## config.mk

```make
export PLATFORM = sky130hd
export DESIGN_NAME = byte_addsub_seq
export DESIGN_NICKNAME = d
export VERILOG_FILES = /design/src/rtl/byte_addsub_seq.sv
export SDC_FILE = /design/constraint.sdc
export NUM_CORES = 1
export LEC_CHECK = 0
export CORE_MARGIN = 2
export CORE_UTILIZATION = 45
export CTS_BUF_LIST = sky130_fd_sc_hd__clkbuf_4
export DETAILED_ROUTE_END_ITERATION = 10
export PLACE_DENSITY = 0.73
export SKIP_CTS_REPAIR_TIMING = 1
export SLEW_MARGIN = 10
export SYNTH_ARGS = -nofsm -noshare
export SYNTH_HDL_FRONTEND = slang
export SYNTH_SLANG_ARGS = --single-unit
```

## constraint.sdc

```tcl
create_clock -name clk -period 7.92 [get_ports clk]
set_clock_uncertainty 0.2 [all_clocks]
set_input_delay 0.792 -clock clk [delete_from_list [all_inputs] [get_ports clk]]
set_output_delay 0.792 -clock clk [all_outputs]
set_load 0.005 [all_outputs]
```

## src/rtl/byte_addsub_seq.sv

```systemverilog
// Byte-serial adder/subtractor that processes one 8-bit slice per cycle, starting with the LSB slice.
// Signed overflow output is built only when ADDSEQ_OVF_EN is defined; otherwise ovf is tied low.
module byte_addsub_seq #(
  parameter int NBYTES = 4
) (
  input  logic                clk,
  input  logic                rst,
  input  logic                start,
  input  logic                mode,
  input  logic [8*NBYTES-1:0] a,
  input  logic [8*NBYTES-1:0] b,
  output logic                busy,
  output logic                done,
  output logic [8*NBYTES-1:0] result,
  output logic                c_out,
  output logic                ovf
);

  localparam int W    = 8 * NBYTES;
  localparam int IDXW = (NBYTES > 1) ? $clog2(NBYTES) : 1;

  typedef enum logic [1:0] {IDLE, RUN, DONE} state_t;

  state_t           state, state_next;
  logic [W-1:0]     a_q, b_q;
  logic             mode_q;
  logic [IDXW-1:0]  idx;
  logic             carry;
  logic [7:0]       a_byte, b_byte;
  logic [8:0]       sum;
  logic             last, accept;

  // Subtraction is A + ~B + 1: the slice inverts B and the carry register is seeded with ~mode.
  always_comb begin
    a_byte = a_q[8*idx +: 8];
    b_byte = b_q[8*idx +: 8] ^ {8{~mode_q}};
    sum    = {1'b0, a_byte} + {1'b0, b_byte} + {8'd0, carry};
    last   = (idx == IDXW'(NBYTES - 1));
    accept = start && (state != RUN);
  end

  always_ff @(posedge clk) begin
    if (rst) state <= IDLE;
    else     state <= state_next;
  end

  // NOTE: default first so every path assigns state_next and no latch is inferred.
  always_comb begin
    state_next = state;
    case (state)
      IDLE:    if (start) state_next = RUN;
      RUN:     if (last)  state_next = DONE;
      DONE:    state_next = start ? RUN : IDLE;
      default: state_next = IDLE;
    endcase
  end

  // NOTE: sequential state uses <= so all registers see pre-edge values of each other.
  always_ff @(posedge clk) begin
    if (rst) begin
      a_q    <= '0;
      b_q    <= '0;
      mode_q <= 1'b0;
      idx    <= '0;
      carry  <= 1'b0;
      result <= '0;
      c_out  <= 1'b0;
    end else if (accept) begin
      a_q    <= a;
      b_q    <= b;
      mode_q <= mode;
      idx    <= '0;
      carry  <= ~mode;
      result <= '0;
    end else if (state == RUN) begin
      result[8*idx +: 8] <= sum[7:0];
      carry              <= sum[8];
      idx                <= idx + IDXW'(1);
      if (last) c_out <= sum[8];
    end
  end

`ifdef ADDSEQ_OVF_EN
  // Carry into the MSB is recovered from the sum bit: a7 ^ b7 ^ s7.
  logic ovf_term;
  assign ovf_term = a_byte[7] ^ b_byte[7] ^ sum[7] ^ sum[8];

  always_ff @(posedge clk) begin
    if (rst)                         ovf <= 1'b0;
    else if (state == RUN && last &&
             !accept)                ovf <= ovf_term;
  end
`else
  assign ovf = 1'b0;
`endif

  assign busy = (state == RUN);
  assign done = (state == DONE);

endmodule

```

==> results of run 1 <==
==> stage by stage <==
| step | power, µW | cell area (µm²) | setup slack, ns | util |
|---|---|---|---|---|
| after detailed placement | 791.5 | 5687 | 4.260 | 0.5765 |
| after CTS | 1078 | 5841 | 4.235 | 0.5921 |
| after global placement | 786.0 | 5687 | 4.348 | 0.5765 |
| final | 1077 | 5841 | 4.244 | 0.5921 |
| after global routing | 1128 | 5841 | 3.982 | 0.5921 |
| after floorplan | 714.7 | 4617 | 4.356 | - |
==> state kept, by name, summed over array words and instances (netlist names) <==
| signal | flops |
|---|---|
| state | 2 |
| b_q | 32 |
| a_q | 32 |
| result | 32 |
| mode_q | 1 |
| idx | 2 |
| carry | 1 |
| c_out | 1 |
==> power breakdown <==
group	switching [µW]	internal, µW
Sequential	14.4	543
Clock	170	126
Combinational	121	102
Total	306	771
==> final cells by class <==
| cell class | count | share of cell area |
|---|---|---|
| multi-input cells | 373 | 0.4034 |
| flip-flops and latches | 103 | 0.3530 |
| repair buffers | 107 | 0.1804 |
| well taps | 133 | 0.02849 |
| clock inverters | 6 | 0.01478 |
| clock buffers | 9 | 0.01157 |
| inverters | 13 | 0.008355 |
==> tightest hold or removal path: stages, from the launching register on <==
cell and delay [ns]:
sky130_fd_sc_hd__dfxtp_1 0.34, sky130_fd_sc_hd__nand2_1 0.05, sky130_fd_sc_hd__a21oi_1 0.05
==> layer usage <==
metal,up-vias,share of wire,global-route usage,wire length (µm)
met5,-,0,0,0
met4,0,0.021,0.06095,223
met3,19,0.062,0.05009,673
met2,127,0.47,0.3419,5103
met1,1818,0.44,0.2578,4781
li1,1968,-,-,-
==> kinds of logic after synthesis <==
kind of cell	Yosys count
AOI/OAI and AO/OA	116
xor gates and xnor gates	9
adders and majority gates	15
buffers and inverters	46
DFF	103
muxes	16
other	1
and+or+nand+nor	216
==> Yosys cell counts, types with 4 or more instances <==
master / count
sky130_fd_sc_hd__o21ai_1: 4
sky130_fd_sc_hd__nand2_1: 150
sky130_fd_sc_hd__nor3_1: 6
sky130_fd_sc_hd__a21oi_1: 71
sky130_fd_sc_hd__a32oi_1: 4
sky130_fd_sc_hd__o21ai_0: 4
sky130_fd_sc_hd__nand4_1: 4
sky130_fd_sc_hd__ha_1: 13
sky130_fd_sc_hd__nor2_1: 26
sky130_fd_sc_hd__mux4_2: 16
sky130_fd_sc_hd__inv_1: 12
sky130_fd_sc_hd__nand3b_1: 6
sky130_fd_sc_hd__xnor2_1: 7
sky130_fd_sc_hd__nand3_1: 9
sky130_fd_sc_hd__clkbuf_1: 19
sky130_fd_sc_hd__dfxtp_1: 103
sky130_fd_sc_hd__buf_4: 8
sky130_fd_sc_hd__a22oi_1: 14
sky130_fd_sc_hd__buf_2: 5
==> worst paths after layout <==
check / slack [ns] / cells past startpoint / to / start
setup / recovery: 4.24 / 11 / result[14] / idx[0]
hold / removal: 0.26 / 2 / result[20] / result[20]
setup reg to reg: 4.24 / 11 / result[14] / idx[0]
hold reg to reg: 0.26 / 2 / result[20] / result[20]
==> impl_summary.log, run 1 <==
INFO  metric ys_warn_count = 0
INFO  metric fin_nets = 690
INFO  metric timing.critical_path.max_delay_family = compound AO/OA/AOI/OAI gates
INFO  metric cellLeakagePower = 0.002092 µW
INFO  metric antenna_left = 0
INFO  metric most_used_dff_post_synth = sky130_fd_sc_hd__dfxtp_1
INFO  metric synthTopCellsByArea = sky130_fd_sc_hd__dfxtp_1 45%, sky130_fd_sc_hd__nand2_1 12%, sky130_fd_sc_hd__mux4_2 7.8%
INFO  metric fp.coreArea = 9864 µm²
INFO  metric post_synthesis_mux_area_share = 0.07805
INFO  metric synth_xor_area_frac = 0.01707
INFO  metric largest_area_contributor_in_the_synthesized_netlist = sky130_fd_sc_hd__dfxtp_1
INFO  metric detail_route.first_pass.iterations = 5
INFO  metric worstSetupEndpointType = flip-flop
INFO  metric commonest_cells_after_routing_fill_and_taps_aside = 149 x sky130_fd_sc_hd__nand2_1, 103 x sky130_fd_sc_hd__dfxtp_1, 101 x sky130_fd_sc_hd__clkdlybuf4s50_1
INFO  metric final_layout_size_suffix_gt1_frac = 0.08511
INFO  metric floorplan.die_area = 11090 µm²
INFO  metric max_slew.worst_pin.slew = 1.115 ns
INFO  metric regArea = 2062 µm²
INFO  metric detail_route.drc_violations = 0
INFO  metric synth.ff_latch_count = 103
INFO  metric grt_first_pass_wirelength = 18330 µm
INFO  metric synth-edff-count = 0
INFO  metric worstPathCellList = buf_4, mux4_2, xor2_1, fa_1, inv_1, fa_1, a211oi_1, nor2_1, o31a_1, or3_4, o22ai_1
INFO  metric ys_types = 50
INFO  metric power_per_cell_area = 184.4 nW/µm²
INFO  metric initial_utilization = 0.4680
INFO  metric grt_max_degree = 71
INFO  metric cts_made_buffers = 9
INFO  metric slowest_stage = sky130_fd_sc_hd__mux4_2
INFO  metric setup_viol_count_final = 0
INFO  metric critical_path.startpoint_type = flip-flop
INFO  metric unrepaired_setup_endpoints_after_global_routing = no
INFO  metric grt_antenna_before_repair = 0
INFO  metric gp_congestion = 0.8114
INFO  metric detail_route.iter0.violations = 196
INFO  metric synthAdderAreaFrac = 0.04390
INFO  metric cts_max_path_buffers = 2
INFO  metric critical_path.n_buffers_inverters = 2
INFO  metric clock-root-buffer = sky130_fd_sc_hd__clkbuf_4
INFO  metric syn-cell-area = 4617 µm²
INFO  metric worst_path_largest_cell_delay = 0.57 ns
INFO  metric synth-async-reset-ratio = 0
INFO  metric cts_sinks = 103
INFO  metric irDropWorstVdd = 0.1069 mV
INFO  metric later_pin_clock_latency_in_the_skew_report = 0.46 ns
INFO  metric fp.dieH = 105.3 µm
INFO  metric core.rowCount = 36
INFO  metric globalRouteTotalUtil = 0.2032
INFO  metric most_common_cell_type_on_the_critical_path = sky130_fd_sc_hd__fa_1
INFO  metric layout_min_cycle_time = 3.676 ns
INFO  metric mean_number_of_vias_per_cell = 5.285
INFO  metric grt_remaining_overflow = 0
INFO  metric number_of_antenna_diodes = 0
INFO  metric placedCellCount = 729
INFO  metric htreeDepth = 3
INFO  metric die_x = 105.3 µm
INFO  metric avgRoutedWirePerCell = 14.49 µm
INFO  metric path_class = flip-flop to flip-flop
INFO  metric drt_wl_total = 10780 µm
INFO  metric hold_slack = 0.2610 ns
INFO  metric syn-mean-instance-area = 8.845 µm²
INFO  metric place_hpwl = 7883 µm
INFO  metric synth_compound_gate_area_share = 0.1528
INFO  metric status = complete, no violations
INFO  metric instances_no_fill = 744
INFO  metric relSlewSlack = 0.2538
INFO  metric fillerInstances = 890
INFO  metric cts.reportedPaths.clkPinSlew = 0.15 ns
INFO  metric worst_ep_required_time = 8.09 ns
INFO  metric setup_total_negative_slack = 0 ns
INFO  metric min-delay-path-class = flip-flop to flip-flop
INFO  metric crit_fanout = 23
INFO  metric report.final.hold_viol_count = 0
INFO  metric yosys.area_share.simple = 0.2154
INFO  metric tritoncts = done
INFO  metric pin_count = 104
INFO  metric multiInputGateArea = 2356 µm²
INFO  metric first_global_vias = 3876
INFO  metric postSynthNetCount = 605
INFO  metric combinational_family_with_the_most_area_after_synthesis = simple AND/OR/NAND/NOR gates
INFO  metric syn_to_final_growth = 26.50%
INFO  metric synth_top_cell_area_share = 0.4466
INFO  metric report.final.slew_viol_count = 0
INFO  metric num_vias = 3932
INFO  metric synthesis.instances = 522
INFO  metric cp.arrival = 3.84 ns
INFO  metric synth.yosys.seq_area_share = 0.4466
INFO  metric maxClockFrequency = 272.0 MHz
INFO  metric place.port_buffers = 102
INFO  metric cap_viol_max_count = 0
INFO  metric mostFrequentLayoutCell = sky130_fd_sc_hd__nand2_1
INFO  metric post-route-period-util = 0.4641
(Power assumes the default switching activity.)
==> run 2: changes to the inputs <==
Clock period 7.92 ns to 3.39 ns, I/O delays scaled along.
==> run 2 against run 1 <==
Effect of this change: power is 140% higher; non-clock buffer count is 6 higher; sequential power is 130% higher; final cell count is 0.94% higher; maximum frequency is 14% higher; clock power is 150% higher; sequential share of layout area is 0.44 points lower; global-route usage is 0.39 points higher; clock-buffer cell count stayed put; critical path type unchanged; critical endpoint unchanged; largest cell class unchanged.
==> impl_summary.log, run 2 (synthesis results as in run 1) <==
INFO  metric use_met3 = 0.03834
INFO  metric avgRoutedWirePerCell = 14.91 µm
INFO  metric final_layout_size_suffix_gt1_frac = 0.1003
INFO  metric slowest_stage = sky130_fd_sc_hd__mux4_2
INFO  metric report.final.hold_viol_count = 0
INFO  metric cellLeakagePower = 0.002135 µW
INFO  metric worst_ep_required_time = 3.55 ns
INFO  metric fillerInstances = 895
INFO  metric gp_congestion = 0.8266
INFO  metric clock-root-buffer = sky130_fd_sc_hd__clkbuf_4
INFO  metric syn_to_final_growth = 28.32%
INFO  metric maxClockFrequency = 311.2 MHz
INFO  metric ff2ff_path_depth = 10
INFO  metric place.port_buffers = 102
INFO  metric antenna_left = 0
INFO  metric timing.critical_path.max_delay_family = compound AO/OA/AOI/OAI gates
INFO  metric grt_max_degree = 70
INFO  metric setup_viol_count_final = 0
INFO  metric commonest_cells_after_routing_fill_and_taps_aside = 149 x sky130_fd_sc_hd__nand2_1, 102 x sky130_fd_sc_hd__dfxtp_1, 101 x sky130_fd_sc_hd__clkdlybuf4s50_1
INFO  metric grt_first_pass_wirelength = 18460 µm
INFO  metric worst_path_largest_cell_delay = 0.50 ns
INFO  metric power_per_cell_area = 435.7 nW/µm²
INFO  metric netSwitchingFraction = 0.2913
INFO  metric cts_made_buffers = 9
INFO  metric max_slew.worst_pin.slew = 0.9464 ns
INFO  metric relSlewSlack = 0.3676
INFO  metric multiInputGateArea = 2364 µm²
INFO  metric first_global_vias = 3838
INFO  metric critical_path.startpoint_type = flip-flop
INFO  metric final_util = 0.6006
INFO  metric layout_min_cycle_time = 3.214 ns
INFO  metric irDropWorstVdd = 0.2367 mV
INFO  metric mostFrequentLayoutCell = sky130_fd_sc_hd__nand2_1
INFO  metric critical_path.n_buffers_inverters = 1
INFO  metric cts.reportedPaths.clkPinSlew = 0.17 ns
INFO  metric post-route-period-util = 0.9480
INFO  metric setup_total_negative_slack = 0 ns
INFO  metric grt_antenna_before_repair = 0
INFO  metric largestRegisters = a_q x32, b_q x32, result x32
INFO  metric cap_viol_max_count = 0
INFO  metric floorplan.die_area = 11090 µm²
INFO  metric later_pin_clock_latency_in_the_skew_report = 0.47 ns
INFO  metric core.rowCount = 36
INFO  metric detail_route.drc_violations = 0
INFO  metric path_class = flip-flop to flip-flop
INFO  metric report.final.slew_viol_count = 0
INFO  metric cts_max_path_buffers = 2
INFO  metric htreeDepth = 3
INFO  metric number_of_antenna_diodes = 0
INFO  metric hold_path_end = state[1]
INFO  metric mean_number_of_vias_per_cell = 5.324
INFO  metric drt_wl_total = 11200 µm
INFO  metric crit_fanout = 5
INFO  metric r2r-start = idx[0]
INFO  metric grt_remaining_overflow = 0
INFO  metric clock_power_share = 0.284
INFO  metric fp.coreArea = 9864 µm²
INFO  metric fin_nets = 696
INFO  metric detail_route.iter0.violations = 169
INFO  metric hold_start = rst
INFO  metric r2r_setup_slack = 0.18 ns
INFO  metric global_route.peak_usage_layer = met2
INFO  metric pin_count = 104
INFO  metric detail_route.first_pass.iterations = 4
INFO  metric regArea = 2066 µm²
INFO  metric worstSetupEndpointType = flip-flop
INFO  metric status = complete, no violations
INFO  metric tritoncts = done
INFO  metric initial_utilization = 0.4680
INFO  metric cp.arrival = 3.37 ns
INFO  metric min-delay-path-class = input port to flip-flop
INFO  metric num_vias = 3998
INFO  metric gr_util_met2 = 0.3682
INFO  metric cts_sinks = 103
INFO  metric globalRouteTotalUtil = 0.2072
INFO  metric internal_power = 1829 µW
INFO  metric holdPathStages = 3
INFO  metric die_x = 105.3 µm
INFO  metric power.net_switching = 751.8 µW
INFO  metric place_hpwl = 8412 µm
INFO  metric worstPathCellList = mux4_2, xor2_1, fa_1, inv_1, fa_2, a211oi_2, nor2_1, o31a_1, or3_4, o22ai_1
INFO  metric seqPwrFrac = 0.504
INFO  metric grt_util_met1 = 0.2549
INFO  metric fp.dieH = 105.3 µm
INFO  metric comb_power_share = 0.211
INFO  metric unrepaired_setup_endpoints_after_global_routing = no
INFO  metric worst_r2r_endpoint = result[14]
[run 2: layer usage]
| metal | share of wire | wire [µm] | vias to the layer above |
|---|---|---|---|
| met5 | 0 | 0 | - |
| met4 | 0.012 | 133 | 0 |
| met3 | 0.040 | 447 | 14 |
| met2 | 0.51 | 5724 | 99 |
| met1 | 0.44 | 4891 | 1906 |
| li1 | - | - | 1979 |
[run 2: metrics by stage]
step | hold WS (ns) | power, µW | instance area (µm²) | instances | worst slack, ns
finish | 0.04050 | 2581 | 5924 | 751 | 0.1762
global route | 0.04399 | 2706 | 5924 | 751 | 0.03050
global placement | 0.2400 | 1849 | 5744 | 735 | 0.09449
CTS | 0.03630 | 2585 | 5913 | 751 | -0.01989
detailed placement | 0.2446 | 1867 | 5744 | 735 | 0.02447
floorplan | 0.2331 | 1671 | 4628 | 522 | 0.02137
[run 2: worst register-to-register path, cell delays in order, from the launching register on]
cell and delay (ns):
sky130_fd_sc_hd__dfxtp_4 0.41, sky130_fd_sc_hd__mux4_2 0.51, sky130_fd_sc_hd__xor2_1 0.18, sky130_fd_sc_hd__fa_1 0.21
sky130_fd_sc_hd__inv_1 0.06, sky130_fd_sc_hd__fa_2 0.37, sky130_fd_sc_hd__a211oi_2 0.22, sky130_fd_sc_hd__nor2_1 0.10
sky130_fd_sc_hd__o31a_1 0.28, sky130_fd_sc_hd__or3_4 0.42, sky130_fd_sc_hd__o22ai_1 0.17
[run 2: worst max-delay path by stage]
stage | from | endpoint | slack, ns | cells past startpoint
final | idx[0] | result[14] | 0.18 | 10
after global routing | idx[0] | result[14] | 0.03 | 10
after CTS | idx[0] | result[14] | -0.02 | 10
after detailed placement | idx[0] | result[14] | 0.02 | 10
after global placement | idx[0] | result[14] | 0.09 | 10
after floorplan | idx[0] | result[14] | 0.02 | 12
[run 2: power groups by stage]
| stage | Clock (µW) | Sequential [µW] | Combinational [µW] |
|---|---|---|---|
| floorplan | 0 | 1310 | 357 |
| global placement | 0 | 1330 | 524 |
| detailed placement | 0 | 1330 | 538 |
| CTS | 742 | 1300 | 541 |
| global route | 799 | 1310 | 598 |
| finish | 734 | 1300 | 545 |
[run 2: cell type report]
cell class                      instances  area share
Multi-Input combinational cell        373      0.3989
Tap cell                              133     0.02809
Clock buffer                            9     0.01140
Timing Repair Buffer                  113      0.1875
Inverter                               13    0.008237
Sequential cell                       103      0.3487
Clock inverter                          7     0.01711
==> run 3: changes to the inputs <==
Settings changed: CTS_CLUSTER_DIAMETER from default to 60, SLEW_MARGIN 10 to 0.
==> results of run 3 <==
The final DEF is identical to that of run 2; final timing and power are the same.
